===== config.mk =====
export PLATFORM = sky130hd
export DESIGN_NAME = famicom_cpu_bus_master
export DESIGN_NICKNAME = d
export VERILOG_FILES = /design/src/rtl/famicom_bus_pkg.sv /design/src/rtl/famicom_m2_phase_gen.sv /design/src/rtl/famicom_cpu_bus_master.sv
export SDC_FILE = /design/constraint.sdc
export NUM_CORES = 1
export LEC_CHECK = 0
export BUFFER_PORTS_ARGS = -buffer_cell sky130_fd_sc_hd__buf_2
export CAP_MARGIN = 0
export CORE_MARGIN = 2
export CORE_UTILIZATION = 50
export CTS_BUF_LIST = sky130_fd_sc_hd__clkbuf_8
export DETAILED_ROUTE_END_ITERATION = 10
export GPL_ROUTABILITY_DRIVEN = 0
export PLACE_DENSITY = 0.85
export SKIP_LAST_GASP = 1
export SLEW_MARGIN = 20
export SYNTH_ARGS = -nofsm -noshare
export SYNTH_HDL_FRONTEND = slang
export SYNTH_SLANG_ARGS = --single-unit

===== constraint.sdc =====
create_clock -name clk -period 3.5 [get_ports clk]
set_input_delay 0.7 -clock clk [delete_from_list [all_inputs] [get_ports clk]]
set_output_delay 0.7 -clock clk [all_outputs]
set_load 0.1 [all_outputs]

===== src/rtl/famicom_bus_pkg.sv =====
// Shared types and default timing for the Famicom CPU bus initiator.
package famicom_bus_pkg;

    typedef enum logic {
        ST_LOW  = 1'b0,
        ST_HIGH = 1'b1
    } m2_state_t;

    localparam int CPU_ADDR_W = 16;
    localparam int CPU_DATA_W = 8;

    localparam int              DEF_M2_LOW_CLKS       = 4;
    localparam int              DEF_M2_HIGH_CLKS      = 4;
    localparam int              DEF_ROMSEL_DELAY_CLKS = 1;
    localparam logic [15:0]     DEF_IDLE_ADDR         = 16'h0000;

endpackage


===== src/rtl/famicom_m2_phase_gen.sv =====
// Free-running M2 phase generator: LOW/HIGH phases, cycle boundary and /ROMSEL strobe.
module famicom_m2_phase_gen
    import famicom_bus_pkg::*;
#(
    parameter int M2_LOW_CLKS       = DEF_M2_LOW_CLKS,
    parameter int M2_HIGH_CLKS      = DEF_M2_HIGH_CLKS,
    parameter int ROMSEL_DELAY_CLKS = DEF_ROMSEL_DELAY_CLKS
) (
    input  logic clk,
    input  logic rst_n,
    output logic m2,
    output logic boundary,
    output logic romsel_strobe
);

    localparam int MAX_CLKS = (M2_LOW_CLKS > M2_HIGH_CLKS) ? M2_LOW_CLKS : M2_HIGH_CLKS;
    localparam int CNT_W    = $clog2(MAX_CLKS);

    m2_state_t        state, state_next;
    logic [CNT_W-1:0] cnt, cnt_next;
    logic             low_end, high_end;

    assign low_end  = (state == ST_LOW)  && (cnt == CNT_W'(M2_LOW_CLKS - 1));
    assign high_end = (state == ST_HIGH) && (cnt == CNT_W'(M2_HIGH_CLKS - 1));

    always_comb begin
        state_next = state;
        cnt_next   = cnt + CNT_W'(1);
        if (low_end) begin
            state_next = ST_HIGH;
            cnt_next   = '0;
        end else if (high_end) begin
            state_next = ST_LOW;
            cnt_next   = '0;
        end
    end

    always_ff @(posedge clk or negedge rst_n) begin
        if (!rst_n) begin
            state <= ST_LOW;
            cnt   <= '0;
            m2    <= 1'b0;
        end else begin
            state <= state_next;
            cnt   <= cnt_next;
            m2    <= (state_next == ST_HIGH);
        end
    end

    assign boundary = high_end;

    // A zero delay means /ROMSEL drops together with the M2 rise.
    assign romsel_strobe = (ROMSEL_DELAY_CLKS == 0) ? low_end
                         : ((state == ST_HIGH) && (cnt == CNT_W'(ROMSEL_DELAY_CLKS - 1)));

endmodule


===== src/rtl/famicom_cpu_bus_master.sv =====
// Host request port to Famicom cartridge CPU bus cycles, with idle reads between requests.
module famicom_cpu_bus_master
    import famicom_bus_pkg::*;
#(
    parameter int          M2_LOW_CLKS       = DEF_M2_LOW_CLKS,
    parameter int          M2_HIGH_CLKS      = DEF_M2_HIGH_CLKS,
    parameter int          ROMSEL_DELAY_CLKS = DEF_ROMSEL_DELAY_CLKS,
    parameter logic [15:0] IDLE_ADDR         = DEF_IDLE_ADDR
) (
    input  logic                  clk,
    input  logic                  rst_n,
    input  logic                  req_valid,
    output logic                  req_ready,
    input  logic [CPU_ADDR_W-1:0] req_addr,
    input  logic                  req_write,
    input  logic [CPU_DATA_W-1:0] req_wdata,
    output logic                  rsp_valid,
    output logic [CPU_DATA_W-1:0] rsp_rdata,
    output logic                  m2,
    output logic                  romsel,
    output logic                  cpu_rw,
    output logic [CPU_ADDR_W-2:0] cpu_addr,
    output logic [CPU_DATA_W-1:0] cpu_data_out,
    output logic                  cpu_data_oe,
    input  logic [CPU_DATA_W-1:0] cpu_data_in,
    input  logic                  irq,
    output logic                  irq_pending
);

    logic boundary;
    logic romsel_strobe;
    logic accept;
    logic busy;
    logic a15;
    logic [1:0] irq_sync;

    famicom_m2_phase_gen #(
        .M2_LOW_CLKS       (M2_LOW_CLKS),
        .M2_HIGH_CLKS      (M2_HIGH_CLKS),
        .ROMSEL_DELAY_CLKS (ROMSEL_DELAY_CLKS)
    ) u_phase_gen (
        .clk           (clk),
        .rst_n         (rst_n),
        .m2            (m2),
        .boundary      (boundary),
        .romsel_strobe (romsel_strobe)
    );

    assign req_ready = boundary;
    assign accept    = req_valid && boundary;

    // Everything latched for a cycle changes on the M2 falling edge (the boundary).
    always_ff @(posedge clk or negedge rst_n) begin
        if (!rst_n) begin
            busy         <= 1'b0;
            a15          <= 1'b0;
            romsel       <= 1'b1;
            cpu_rw       <= 1'b1;
            cpu_addr     <= '0;
            cpu_data_out <= '0;
            cpu_data_oe  <= 1'b0;
            rsp_valid    <= 1'b0;
            rsp_rdata    <= '0;
        end else begin
            rsp_valid <= boundary && busy;
            if (boundary) begin
                romsel <= 1'b1;
                if (busy && cpu_rw) begin
                    rsp_rdata <= cpu_data_in;
                end
                if (accept) begin
                    busy         <= 1'b1;
                    a15          <= req_addr[CPU_ADDR_W-1];
                    cpu_addr     <= req_addr[CPU_ADDR_W-2:0];
                    cpu_rw       <= ~req_write;
                    cpu_data_out <= req_wdata;
                    cpu_data_oe  <= req_write;
                end else begin
                    busy        <= 1'b0;
                    a15         <= IDLE_ADDR[CPU_ADDR_W-1];
                    cpu_addr    <= IDLE_ADDR[CPU_ADDR_W-2:0];
                    cpu_rw      <= 1'b1;
                    cpu_data_oe <= 1'b0;
                end
            end else if (romsel_strobe && a15) begin
                romsel <= 1'b0;
            end
        end
    end

    always_ff @(posedge clk or negedge rst_n) begin
        if (!rst_n) begin
            irq_sync <= '0;
        end else begin
            irq_sync <= {irq_sync[0], ~irq};
        end
    end

    assign irq_pending = irq_sync[1];

endmodule


; ---- Yosys cells after proc, flatten, opt, wreduce, memory -nomap -nowiden
; Index checks and enable logic that the tools add are counted.
; W data, S select, Z words.
[op_classes]
n_addsub = 1
mul = 0
n_div = 0
order_cmp = 0
n_eq_ne = 1
n_shift = 0
muxes = 11
n_bitwise = 3
reduce_logical = 12
[op_table]
columns = op, count
row1 = $mux W15, 1
row2 = $mux W1, 8
row3 = $logic_and A1 B1 Y1, 7
row4 = $mux W2, 2
row5 = $reduce_and A2 Y1, 2
row6 = $reduce_bool A2 Y1, 2
row7 = $not A1 Y1, 3
row8 = $add A2 B1 Y2 const B, 1
row9 = $eq A2 B2 Y1 const B, 1
row10 = $logic_not A2 Y1, 1
[totals]
reg_bits = 42
latch_bits = 0
ramBits = 0
mem_bits_ro = 0
in_bits = 37
output_inout_bits = 38
wordCells = 40
n_memories = 0

; ---- Logic depth before layout (Yosys ltp)
; Gate-level depths: netlist of run 1.
[logic_depth]
ltp_word = 5
mapped_depth = 5
mapped_depth_nobuf = 4

; ---- Hierarchy
; From an unflattened synthesis of run 1, not the netlist that was laid out.
[hier_totals]
hier_cells = 99
hier_area_um2 = 1560.2
[by_module_without_submodules]
columns = mod, instances, cells_per_inst, area_per_inst_um2, seq_area_each_um2
row1 = famicom_cpu_bus_master, 1, 86, 1408.9, 978.4
row2 = famicom_m2_phase_gen, 1, 13, 151.4, 75.1

; ---- Least setup slack after synthesis of run 1
; No wires, ideal clock.
[synth_path]
kind = register to output
start = reg u_phase_gen.m2 (netlist name)
end = out req_ready
arrival_ps = 1820
required_time_ps = 2800
setup_slack_ps = 980
stages_incl_launch_ff = 4
n_path_buf = 2
path_cell_list = dfrtp_1 > buf_4 > and2_1 > buf_2
[synth_lines]
columns = element, line_no
row1 = "end, declared", famicom_cpu_bus_master.sv:13  ; output logic req_ready,

; ---- Worst setup path after layout of run 1
[layout_path]
start = reg u_phase_gen.cnt[0]
end = out req_ready
[layout_between]
elab_chain_cells = 2
[layout_rtl]
columns = element, line_no
row1 = "start, declared", famicom_m2_phase_gen.sv:20  ; logic [CNT_W-1:0] cnt, cnt_next;
row2 = "start signal, assigned", famicom_m2_phase_gen.sv:45  ; cnt <= cnt_next;
row3 = $eq A2 B2 Y1, famicom_m2_phase_gen.sv:24  ; assign high_end = (state == ST_HIGH) && (cnt == CNT_W'(M2_HIGH_CLKS - 1));
row4 = $logic_and A1 B1 Y1, famicom_m2_phase_gen.sv:24
; No other way between the ends.

==> results of run 1 <==
==> cell families after synthesis <==
logic type      Yosys count
compound gates           21
simple gates             24
buf+inv                  32
mux                      16
flops                    42
fa+ha+maj                 3
==> synthesized netlist by cell type <==
library cell | instances | area share
nand4_1 | 17 | 0.063
nand3b_1 | 1 | 0.0044
dfrtp_1 | 40 | 0.59
inv_1 | 22 | 0.049
nand4_4 | 1 | 0.013
buf_4 | 2 | 0.0089
buf_2 | 6 | 0.018
and2_1 | 1 | 0.0037
o21ai_0 | 19 | 0.056
mux2_2 | 15 | 0.10
mux2_4 | 1 | 0.0089
nor2_1 | 1 | 0.0022
dfstp_2 | 2 | 0.031
and3_1 | 1 | 0.0037
ha_1 | 3 | 0.022
o21a_1 | 1 | 0.0044
a21o_1 | 1 | 0.0044
nand3_4 | 1 | 0.010
clkbuf_1 | 2 | 0.0044
nand3_1 | 1 | 0.0030
==> power groups by stage <==
stage           logic, W  registers, W  clock network, W
3_3_place_gp    0.000334      0.000542                 0
4_1_cts         0.000337      0.000535          0.000367
2_1_floorplan  0.0000311      0.000779                 0
3_5_place_dp    0.000336      0.000545                 0
6_report        0.000334      0.000535          0.000354
5_1_grt         0.000345      0.000539          0.000389
==> stage by stage <==
stage / total power (W) / cell area (µm²) / hold WS [ps]
6_report: 0.001224 / 2191 / 355.3
3_3_place_gp: 0.0008764 / 2085 / 332.5
3_5_place_dp: 0.0008804 / 2085 / 341.9
5_1_grt: 0.001273 / 2191 / 373.0
4_1_cts: 0.001239 / 2191 / 358.7
2_1_floorplan: 0.0008105 / 1694 / 331.2
==> state kept, by name (all words and copies together), names as in the netlist <==
register	count
cpu_addr	15
cpu_data_out	8
rsp_rdata	8
irq_sync	2
u_phase_gen.cnt	2
a15	1
busy	1
cpu_data_oe	1
cpu_rw	1
romsel	1
rsp_valid	1
u_phase_gen.m2	1
==> layer usage <==
metal / vias to the layer above / track usage / share of wire
met5: - / 0 / 0
met4: 0 / 0.06667 / 0.0084
met3: 2 / 0.05797 / 0.053
met2: 37 / 0.3030 / 0.53
met1: 617 / 0.2284 / 0.40
li1: 611 / - / -
==> worst max-delay path, cell delays in order, from the launching register on <==
cell,delay (ps)
dfrtp_1,390
ha_1,170
and2_1,500
buf_2,530
==> worst paths after layout <==
check                                        start                 end  depth (start not counted)
worst max-delay path            u_phase_gen.cnt[0]           req_ready                          3
worst min-delay path                   irq_sync[0]         irq_sync[1]                          0
worst max register to register  u_phase_gen.cnt[0]        rsp_rdata[6]                          4
worst min register to register         irq_sync[0]         irq_sync[1]                          0
max in group asynchronous                    rst_n  u_phase_gen.cnt[0]                          1
min in group asynchronous                    rst_n        rsp_rdata[4]                          1
==> area by class of cell <==
| type | count | area share |
|---|---|---|
| timing repair buffer | 76 | 0.1759 |
| multi-input combinational | 64 | 0.2307 |
| sequential | 42 | 0.4809 |
| tap | 46 | 0.02627 |
| inverter | 22 | 0.03769 |
| clock inverter | 3 | 0.01713 |
| clock buffer | 5 | 0.03141 |
==> run metrics, run 1 <==
vias in the first global route=1180; die height=62.21 µm; Final Skew=8.905 ps; fin crit period=2588 ps; setup TNS=0 ps; Setup Fix Bufs, Post-CTS=0; part of the power in combinational logic=0.273; fin cells=258; Synth Instances=138; pre-CTS setup slack=1206 ps; Slew headroom=0.4188; Final ANT Viol Nets=0; MaxCap Viol Count=0; Yosys cell types=20; synthesized area=1694 µm²; Post-CTS Hold Buffers=0; ant diodes=0; total die area=3870 µm²; worst-skew pair later-pin latency=280 ps; cell-internal power=0.0007818 W; Core Util, Final=0.6670; core area=3284 µm²; Num CTS Buffers=5; RSZ-0062 raised after global routing=no; crit path capture type=output pin; worst vdd ir=0.0003327 V; Fmax=0.3865 GHz; dpl cells=250; TritonCTS Sinks=42; Max FO, Critical Path=21; Post-DP HPWL=2330 µm; GRT Resource Usage Total=0.1834; clk slew on worst S/H paths=70 ps; Area Growth Syn to Fin=29.32%; commonest non-fill, non-tap cells in the layout=74 x buf_2, 40 x dfrtp_1, 24 x inv_1; mux contribution to synthesized area=0.1086; First-pass DRT Iterations=6; CTS tree=yes; final setup vio count=0; PnR worst setup slack=912.5 ps; Hold Fails Final Rpt=0; largest net degree at the start of global routing=43; synthesized flop and latch total=42; reg2reg setup slack=2000 ps; clock root cell=clkbuf_8; Nets=251; H-tree depth=2; leak pwr=1.115 nW; Sequential Area=1054 µm²; final worst-path cycle share=0.7393; row count=21; CP required=2800 ps; sequential share of the synthesized area=0.6219; grt ovf=0; Slew Limit Fails=0; Compound-Gate Fraction of Synth Area=0.06499; initial antenna violation count=0; Multi-input gate area=505.5 µm²; Die W=62.21 µm; Boundary Pins=75; Via Count=1267; crit start category=flop; pwr dens=558.6 nW/µm²; first-pass GRT wire length=5471 µm; final WL=3322 µm; Sw Ratio=0.3611; run status=finished clean; Synth Area in XOR/XNOR=0; largest family of logic cells by synthesized area=multiplexers; share of layout cells above drive strength 1=0.4811; First DRT Iteration DRCs=59; CP Class=flop to output pin; syn avg cell area=12.28 µm²; synth warn=0; Routed WL per cell=12.88 µm; fillers=261; DR vias/cell=4.911; Max clock buf depth=2; Post-Synth Adder-Cell Area=0.02216; Starting Density=0.5158; Clock power frac=0.289; IO Port Bufs=74; syn_nets=178; Worst Tran Pin Value=871.9 ps; crit path DAT=1890 ps; P_sw=0.0004419 W; register share of total power=0.437; most common cell after layout, fill and taps aside=buf_2; fraction of the mapped netlist area in simple logic gates=0.1027; Worst Hold Class=flop to flop; post-CTS sizing=0; DRC viols=0
Note: power is estimated with default switching activity, not from simulation.
==> run 2: changes to the inputs <==
--- a/config.mk
+++ b/config.mk
@@ -8,11 +8,11 @@
 export BUFFER_PORTS_ARGS = -buffer_cell sky130_fd_sc_hd__buf_2
 export CAP_MARGIN = 0
 export CORE_MARGIN = 2
-export CORE_UTILIZATION = 50
+export CORE_UTILIZATION = 44
 export CTS_BUF_LIST = sky130_fd_sc_hd__clkbuf_8
 export DETAILED_ROUTE_END_ITERATION = 10
 export GPL_ROUTABILITY_DRIVEN = 0
-export PLACE_DENSITY = 0.85
+export PLACE_DENSITY = 0.79
 export SKIP_LAST_GASP = 1
 export SLEW_MARGIN = 20
 export SYNTH_ARGS = -nofsm -noshare
==> constraint.sdc (replaced) <==
create_clock -name clk -period 2.2 [get_ports clk]
set_input_delay 0.44 -clock clk [delete_from_list [all_inputs] [get_ports clk]]
set_output_delay 0.44 -clock clk [all_outputs]
set_load 0.1 [all_outputs]
==> run metrics, run 2 (synthesis results as in run 1) <==
leak pwr=1.131 nW (+1.5%); number of flip-flops in the largest register=15 (unchanged); IO Port Bufs=74 (unchanged); Starting Density=0.4593 (-0.05652); DR vias/cell=4.954 (+0.88%); Nets=252 (+0.40%); placed cell area=2111 µm² (+1.3%); setup TNS=0 ps (unchanged); First DRT Iteration DRCs=85 (+44%); TritonCTS Sinks=42 (unchanged); ant diodes=0 (unchanged); die height=66.05 µm (+6.2%); crit path capture type=output pin; Largest Register=cpu_addr; Max clock buf depth=2 (unchanged); grt ovf=0 (unchanged); top flop regs=cpu_addr (15), cpu_data_out (8), rsp_rdata (8); vias in the first global route=1214 (+2.9%); Via Count=1293 (+2.1%); Final Skew=2.693 ps (-6.212 ps); final instance area=2253 µm² (+2.9%); final WL=3434 µm (+3.4%); crit start category=flop; run status=finished clean; CP required=1760 ps (-1040 ps); post-CTS sizing=0 (unchanged); total die area=4363 µm² (+13%); row count=22 (+4.8%); final worst-path cycle share=0.8700; Post-DP HPWL=2480 µm (+6.5%); Final ANT Viol Nets=0 (unchanged); Core Util, Final=0.6109 (-0.05612); First-pass DRT Iterations=4 (-2); RSZ-0062 raised after global routing=no; largest net degree at the start of global routing=26 (-40%); worst-skew pair later-pin latency=290 ps (about the same); Slew Limit Fails=0 (unchanged); pwr dens=944.2 nW/µm² (+69%); clk slew on worst S/H paths=80 ps (about the same); DRC viols=0 (unchanged); Boundary Pins=75 (unchanged); clock root cell=clkbuf_8; met2 global-route usage=0.2879 (-0.01511); first-pass GRT wire length=5402 µm (-1.3%); global-route met3 utilization=0.04600 (-0.01197); Max FO, Critical Path=5 (-76%); CP Class=flop to output pin; commonest non-fill, non-tap cells in the layout=73 x buf_2, 39 x dfrtp_1, 22 x inv_1; fillers=319 (+22%); Worst Hold Class=input pin to asynchronous set/reset pin; most common cell after layout, fill and taps aside=buf_2; core area=3689 µm² (+12%); Routed WL per cell=13.16 µm (+2.2%); Slew headroom=0.6673 (+0.2485); fin crit period=1914 ps; H-tree depth=2 (unchanged); grt met1 use=0.2038 (-0.02459); initial antenna violation count=0 (unchanged); worst vdd ir=0.0005077 V (+53%); Hold Fails Final Rpt=0 (unchanged); MaxCap Viol Count=0 (unchanged); Worst Tran Pin Value=499.1 ps (-372.8 ps); Area Growth Syn to Fin=33.01%; final setup vio count=0 (unchanged); GRT Resource Usage Total=0.1652 (-0.01819); CTS tree=yes; Setup Fix Bufs, Post-CTS=0 (unchanged); Fmax=0.5225 GHz; Die W=66.05 µm (+6.2%); Post-CTS Hold Buffers=0 (unchanged); share of layout cells above drive strength 1=0.4977 (+0.01652); crit path DAT=1470 ps (-420 ps); gr busiest metal=met2; Num CTS Buffers=5 (unchanged)
## run 2: cell types whose count changed in the layout (fill, tap and decap cells not counted), sizes merged
cell	change
inv	-2
bufinv	+1
buf	+1
clkbuf	+1
## run 2: area by class of cell
type                    instances  area [µm²]  area share
flip-flops and latches         42        1055      0.4681
multi-input cells              64       505.5      0.2243
repair buffers                 77       407.9      0.1810
clock buffers                   6       82.58     0.03665
inverters                      22       82.58     0.03665
clock inverters                 2       60.06     0.02665
well taps                      48       60.06     0.02665
## run 2: power breakdown
part / internal [W] / switching (W) / total [W] / leakage (nW)
Combinational: 0.0000892 / 0.000444 / 0.000533 / 0.548
Sequential: 0.000825 / 0.0000271 / 0.000852 / 0.512
Clock: 0.000484 / 0.000259 / 0.000743 / 0.0714
## run 2: worst paths after layout
kind | startpoint | end | slack (ps) | depth (start not counted)
setup / recovery | u_phase_gen.cnt[0] | req_ready | 290 | 3
hold / removal | rst_n | cpu_addr[14] | 100 | 1
setup reg to reg | u_phase_gen.cnt[0] | cpu_addr[8] | 740 | 4
hold reg to reg | irq_sync[0] | irq_sync[1] | 370 | 0
max in group asynchronous | rst_n | romsel | 1370 | 2
min in group clk | irq | irq_sync[0] | 290 | 2
## run 2: per-layer routing
layer  vias to the layer above  routed length [µm]
li1                        614                   -
met1                       637                1488
met2                        39                1742
met3                         3                 185
met4                         0                  18
met5                         -                   0
## run 2: stage by stage
| step | power [W] | hold slack (ps) | setup slack (ps) | std cells |
|---|---|---|---|---|
| after floorplan | 0.001289 | 144.4 | 227.8 | 138 |
| after global placement | 0.001397 | 333.8 | 623.6 | 253 |
| after detailed placement | 0.001404 | 339.7 | 593.8 | 253 |
| after CTS | 0.002148 | 118.3 | 264.1 | 261 |
| after global routing | 0.002200 | 141.1 | 200.4 | 261 |
| final | 0.002128 | 104.2 | 285.9 | 261 |
## run 2: critical path, cell delays in order, from the launching register on
cell and delay, ps:
dfrtp_1 390, ha_1 350, and2_1 250, buf_12 190
